[src/rtl/cpu_sequencer.sv]
// Instruction sequencer for a small accumulator CPU: steps FETCH/DECODE/EXECUTE,
// owns the program counter, instruction register and retired-instruction counter.
module cpu_sequencer (
  input  logic        clk,
  input  logic        rst,
  input  logic        run,
  input  logic        step,
  input  logic [11:0] rom_data,
  input  logic        cu_we,
  input  logic        cu_we_acc,
  input  logic        cu_sel_pc,
  input  logic        cu_sel_br,
  output logic [7:0]  rom_addr,
  output logic [3:0]  ir_opcode,
  output logic [7:0]  ir_k,
  output logic        ram_we,
  output logic        acc_we,
  output logic        halted,
  output logic [2:0]  state,
  output logic [15:0] instr_count
);

  // state   | meaning
  // IDLE    | waiting for run (free-running) or step (single instruction)
  // FETCH   | latch ROM word into IR
  // DECODE  | control unit settles on the new IR
  // EXECUTE | gated write enables, PC update, retire count
  // HALT    | self-loop detected; only reset leaves
  typedef enum logic [2:0] {
    S_IDLE    = 3'b000,
    S_FETCH   = 3'b001,
    S_DECODE  = 3'b010,
    S_EXECUTE = 3'b011,
    S_HALT    = 3'b100
  } state_t;

  localparam logic [3:0] OP_HALT_JMP = 4'b0110;

  state_t      state_q, state_d;
  logic [7:0]  pc_q, pc_d;
  logic [3:0]  op_q, op_d;
  logic [7:0]  k_q, k_d;
  logic [15:0] cnt_q, cnt_d;
  logic        single_q, single_d;
  logic        in_exec;
  logic        halt_hit;

  always_ff @(posedge clk or posedge rst) begin
    if (rst) begin
      state_q  <= S_IDLE;
      pc_q     <= 8'h00;
      op_q     <= 4'h0;
      k_q      <= 8'h00;
      cnt_q    <= 16'h0000;
      single_q <= 1'b0;
    end else begin
      state_q  <= state_d;
      pc_q     <= pc_d;
      op_q     <= op_d;
      k_q      <= k_d;
      cnt_q    <= cnt_d;
      single_q <= single_d;
    end
  end

  assign in_exec  = (state_q == S_EXECUTE);
  // A jump-to-self opcode at its own address can never make progress.
  assign halt_hit = (op_q == OP_HALT_JMP) && (k_q == pc_q);

  always_comb begin
    state_d  = state_q;
    pc_d     = pc_q;
    op_d     = op_q;
    k_d      = k_q;
    cnt_d    = cnt_q;
    single_d = single_q;
    case (state_q)
      S_IDLE: begin
        if (run) begin
          state_d  = S_FETCH;
          single_d = 1'b0;
        end else if (step) begin
          state_d  = S_FETCH;
          single_d = 1'b1;
        end
      end
      S_FETCH: begin
        op_d    = rom_data[11:8];
        k_d     = rom_data[7:0];
        state_d = S_DECODE;
      end
      S_DECODE: begin
        state_d = S_EXECUTE;
      end
      S_EXECUTE: begin
        cnt_d = (cnt_q == 16'hFFFF) ? cnt_q : cnt_q + 16'd1;
        if (halt_hit) begin
          state_d = S_HALT;
        end else begin
          if (cu_sel_pc)      pc_d = k_q;
          else if (cu_sel_br) pc_d = pc_q + 8'd2;
          else                pc_d = pc_q + 8'd1;
          state_d = (run && !single_q) ? S_FETCH : S_IDLE;
        end
      end
      S_HALT: begin
        state_d = S_HALT;
      end
      default: begin
        state_d = S_IDLE;
      end
    endcase
  end

  assign ram_we      = cu_we & in_exec;
  assign acc_we      = cu_we_acc & in_exec;
  assign halted      = (state_q == S_HALT);
  assign state       = state_q;
  assign rom_addr    = pc_q;
  assign ir_opcode   = op_q;
  assign ir_k        = k_q;
  assign instr_count = cnt_q;

endmodule

[config.mk]
export PLATFORM = sky130hd
export DESIGN_NAME = cpu_sequencer
export DESIGN_NICKNAME = d
export VERILOG_FILES = /design/src/rtl/cpu_sequencer.sv
export SDC_FILE = /design/constraint.sdc
export NUM_CORES = 1
export LEC_CHECK = 0
export CAP_MARGIN = 20
export CORE_MARGIN = 2
export CORE_UTILIZATION = 50
export DETAILED_ROUTE_END_ITERATION = 7
export GPL_TIMING_DRIVEN = 0
export PLACE_DENSITY = 0.84
export REMOVE_ABC_BUFFERS = 1
export SKIP_CTS_REPAIR_TIMING = 1
export SLEW_MARGIN = 40
export SYNTH_ARGS = -nofsm -noshare
export SYNTH_HDL_FRONTEND = slang
export SYNTH_SLANG_ARGS = --single-unit
[constraint.sdc]
create_clock -name clk -period 2.79 [get_ports clk]
set_input_delay 0.837 -clock clk [delete_from_list [all_inputs] [get_ports clk]]
set_output_delay 0.837 -clock clk [all_outputs]
set_load 0.01 [all_outputs]
==> flow_metrics.py <==
metrics = {
    "logic_synthesis": {
        "synth-async-reset-ratio_pct": 100,
        "syn_area_sq_mm": 0.00206,
        "ys_types": 40,
        "avgSynthCellArea_sq_um": 10.6,
        "seq_area_frac_synth_pct": 48.5,
        "synthFlopType": "dfrtp_1",
        "ys_seq_elements": 40,
        "synth_edf_count": 0,
        "synthCells": 194,
        "yosysWarnings": 0,
    },
    "placement": {
        "gp_congestion": 0.797,
        "place.port_buffers": 61,
        "dp_hpwl_mm": 3.39,
        "pre_cts_ws_ns": 0.0335,
    },
    "route": {
        "wl_mm": 4.52,
        "vias": 1722,
        "first_pass_iters": 4,
        "ant_nets": 0,
        "vias_per_cell": 5.59,
        "drtIter0Drc": 93,
        "drc": 0,
        "routedWlPerCell_um": 14.7,
    },
    "pwr": {
        "leakage_nw": 1.17,
        "vdd_drop_max_mv": 0.534,
        "pwr_density_cell_mw_per_mm2": 1010,
        "power_mw": 2.87,
    },
    "clock_tree": {
        "cts_root_buf": "clkbuf_8",
        "cts_tree": "done",
        "cts_made_buffers": 5,
        "clk_latency_ns": 0.29,
        "clkSlewWorstSetupHoldPaths_ns": 0.07,
        "h-tree-depth": 2,
        "cts_buffer_depth": 2,
        "cts_num_sinks": 40,
    },
    "critical_path": {
        "critical_path.startpoint": "state[1]",
        "worstPathMaxFanout": 9,
        "cp.arrival_ns": 1.68,
        "cp-start-kind": "flop",
        "required_ns": 1.95,
        "r2r_cells": 5,
        "endpoint": "halted",
        "r2r_setup_slack_ns": 0.94,
        "r2r_start": "instr_count[0]",
        "cp-end-kind": "output pin",
        "criticalPathCategory": "flop to output pin",
        "r2r-end": "instr_count[1]",
    },
    "die": {
        "start_util_pct": 51.9,
        "ios": 62,
        "rows": 23,
        "die_w_um": 68.2,
        "dieArea_sq_mm": 0.00465,
        "die_h_um": 68.2,
        "coreArea_sq_mm": 0.00397,
    },
    "cells_and_area": {
        "drive_gt1_share_pct": 12.0,
        "insertedDiodeCount": 0,
        "layout_commonest_cell": "clkdlybuf4s50_1",
        "layout_common_cells": "clkdlybuf4s50_1, dfrtp_1, nor2_1, xnor2_1",
        "regArea_sq_mm": 0.00100,
        "fillers": 301,
        "areaGrowthSynthToFinish_pct": 37.0,
        "multi_input_area_sq_mm": 0.00102,
        "nNetsFinal": 281,
    },
    "grt": {
        "grt_usage_pct": 22.0,
        "antenna_found_initial": 0,
        "grt_pass1_vias": 1628,
        "grt_max_degree": 24,
        "grt-ovfl-total": 0,
        "grt_pass1_wl_mm": 7.56,
    },
    "timing": {
        "skew_ns": 0.00699,
        "worstMarginPinSlew_ns": 0.485,
        "period_minus_slack_ns": 2.52,
        "slew_headroom_pct": 67.5,
        "hold_violations": 0,
        "report.final.slew_viol_count": 0,
        "holdWs_ns": 0.498,
        "setup_violations": 0,
        "maxClockFrequency_mhz": 397,
        "post-route-period-util_pct": 90.2,
        "rsz0062_at_grt": "false",
        "worst_slack_ns": 0.273,
        "finalSetupTns_ns": 0,
    },
    "run_status": {
        "status": "complete, no violations",
    },
    "worst_hold_path": {
        "min_path_type": "flop to flop",
    },
    "flow_run": {
        "maxCapViolCount": 0,
    },
}
==> logic make-up after synthesis <==
group / count (synthesis) / share of synthesized area (%)
buffers and inverters: 9 / 2.18
XOR/XNOR: 23 / 10.1
AO/OA/AOI/OAI: 31 / 9.53
adder cells (fa/ha/maj): 3 / 1.82
AND/OR/NAND/NOR: 70 / 18.3
flip-flops: 40 / 48.5
multiplexers: 18 / 9.53
==> state kept, by name, summed over array words and instances, names as in the netlist <==
signal and flops:
instr_count 16, ir_k 8, ir_opcode 4, rom_addr 8
single_q 1, state 3
==> metrics by stage <==
stage | area [sq um] | instances | util, %
after CTS | 2820 | 308 | 71.0
after global placement | 2700 | 299 | 68.0
final | 2820 | 308 | 71.1
after detailed placement | 2740 | 301 | 69.0
after floorplan | 2030 | 188 | -
after global routing | 2820 | 308 | 71.1
==> power by group <==
part | internal, mW | total, mW | switching, mW
sequential | 0.797 | 1.12 | 0.322
clock | 0.170 | 0.356 | 0.186
combinational | 0.808 | 1.39 | 0.583
total | 1.77 | 2.87 | 1.09
==> synth_stat cells (3+ instances only) <==
library cell / instances / area (sq um)
a21oi_1: 15 / 75.1
buf_2: 3 / 15.0
dfrtp_1: 40 / 1000
ha_1: 3 / 37.5
mux2_2: 13 / 146
mux2i_1: 5 / 50.1
nand2_1: 15 / 56.3
nand3_1: 7 / 35.0
nand4_1: 8 / 50.1
nor2_1: 18 / 67.6
nor3_1: 5 / 25.0
o21ai_0: 4 / 20.0
xnor2_1: 18 / 158
xor2_1: 4 / 35.0
==> layout make-up <==
class	count	share of cell area (%)
sequential	40	35.4
multi-input combinational	145	36.2
tap	50	2.22
clock buffer	6	2.57
clock inverter	1	0.177
timing repair buffer	63	23.0
inverter	3	0.399
==> worst max-delay path, cell delays in order (launching register included) <==
cell             delay (ns)
dfrtp_1                0.50
nor3b_1                0.30
clkdlybuf4s50_1        0.59
==> worst min path at each step <==
| stage | depth (start not counted) | from | endpoint |
|---|---|---|---|
| after detailed placement | 1 | instr_count[13] | instr_count[13] |
| after global placement | 1 | instr_count[15] | instr_count[15] |
| after CTS | 1 | instr_count[13] | instr_count[13] |
| after floorplan | 2 | single_q | single_q |
| final | 1 | instr_count[13] | instr_count[13] |
| after global routing | 1 | instr_count[13] | instr_count[13] |
==> per-layer routing <==
| layer | routed length [um] | track usage (%) | up-vias |
|---|---|---|---|
| li1 | - | - | 817 |
| met1 | 2000 | 27.8 | 847 |
| met2 | 2190 | 36.0 | 46 |
| met3 | 224 | 5.92 | 12 |
| met4 | 104 | 8.25 | 0 |
| met5 | 0 | 0 | - |
No activity file was read; power rests on OpenSTA's default activity.
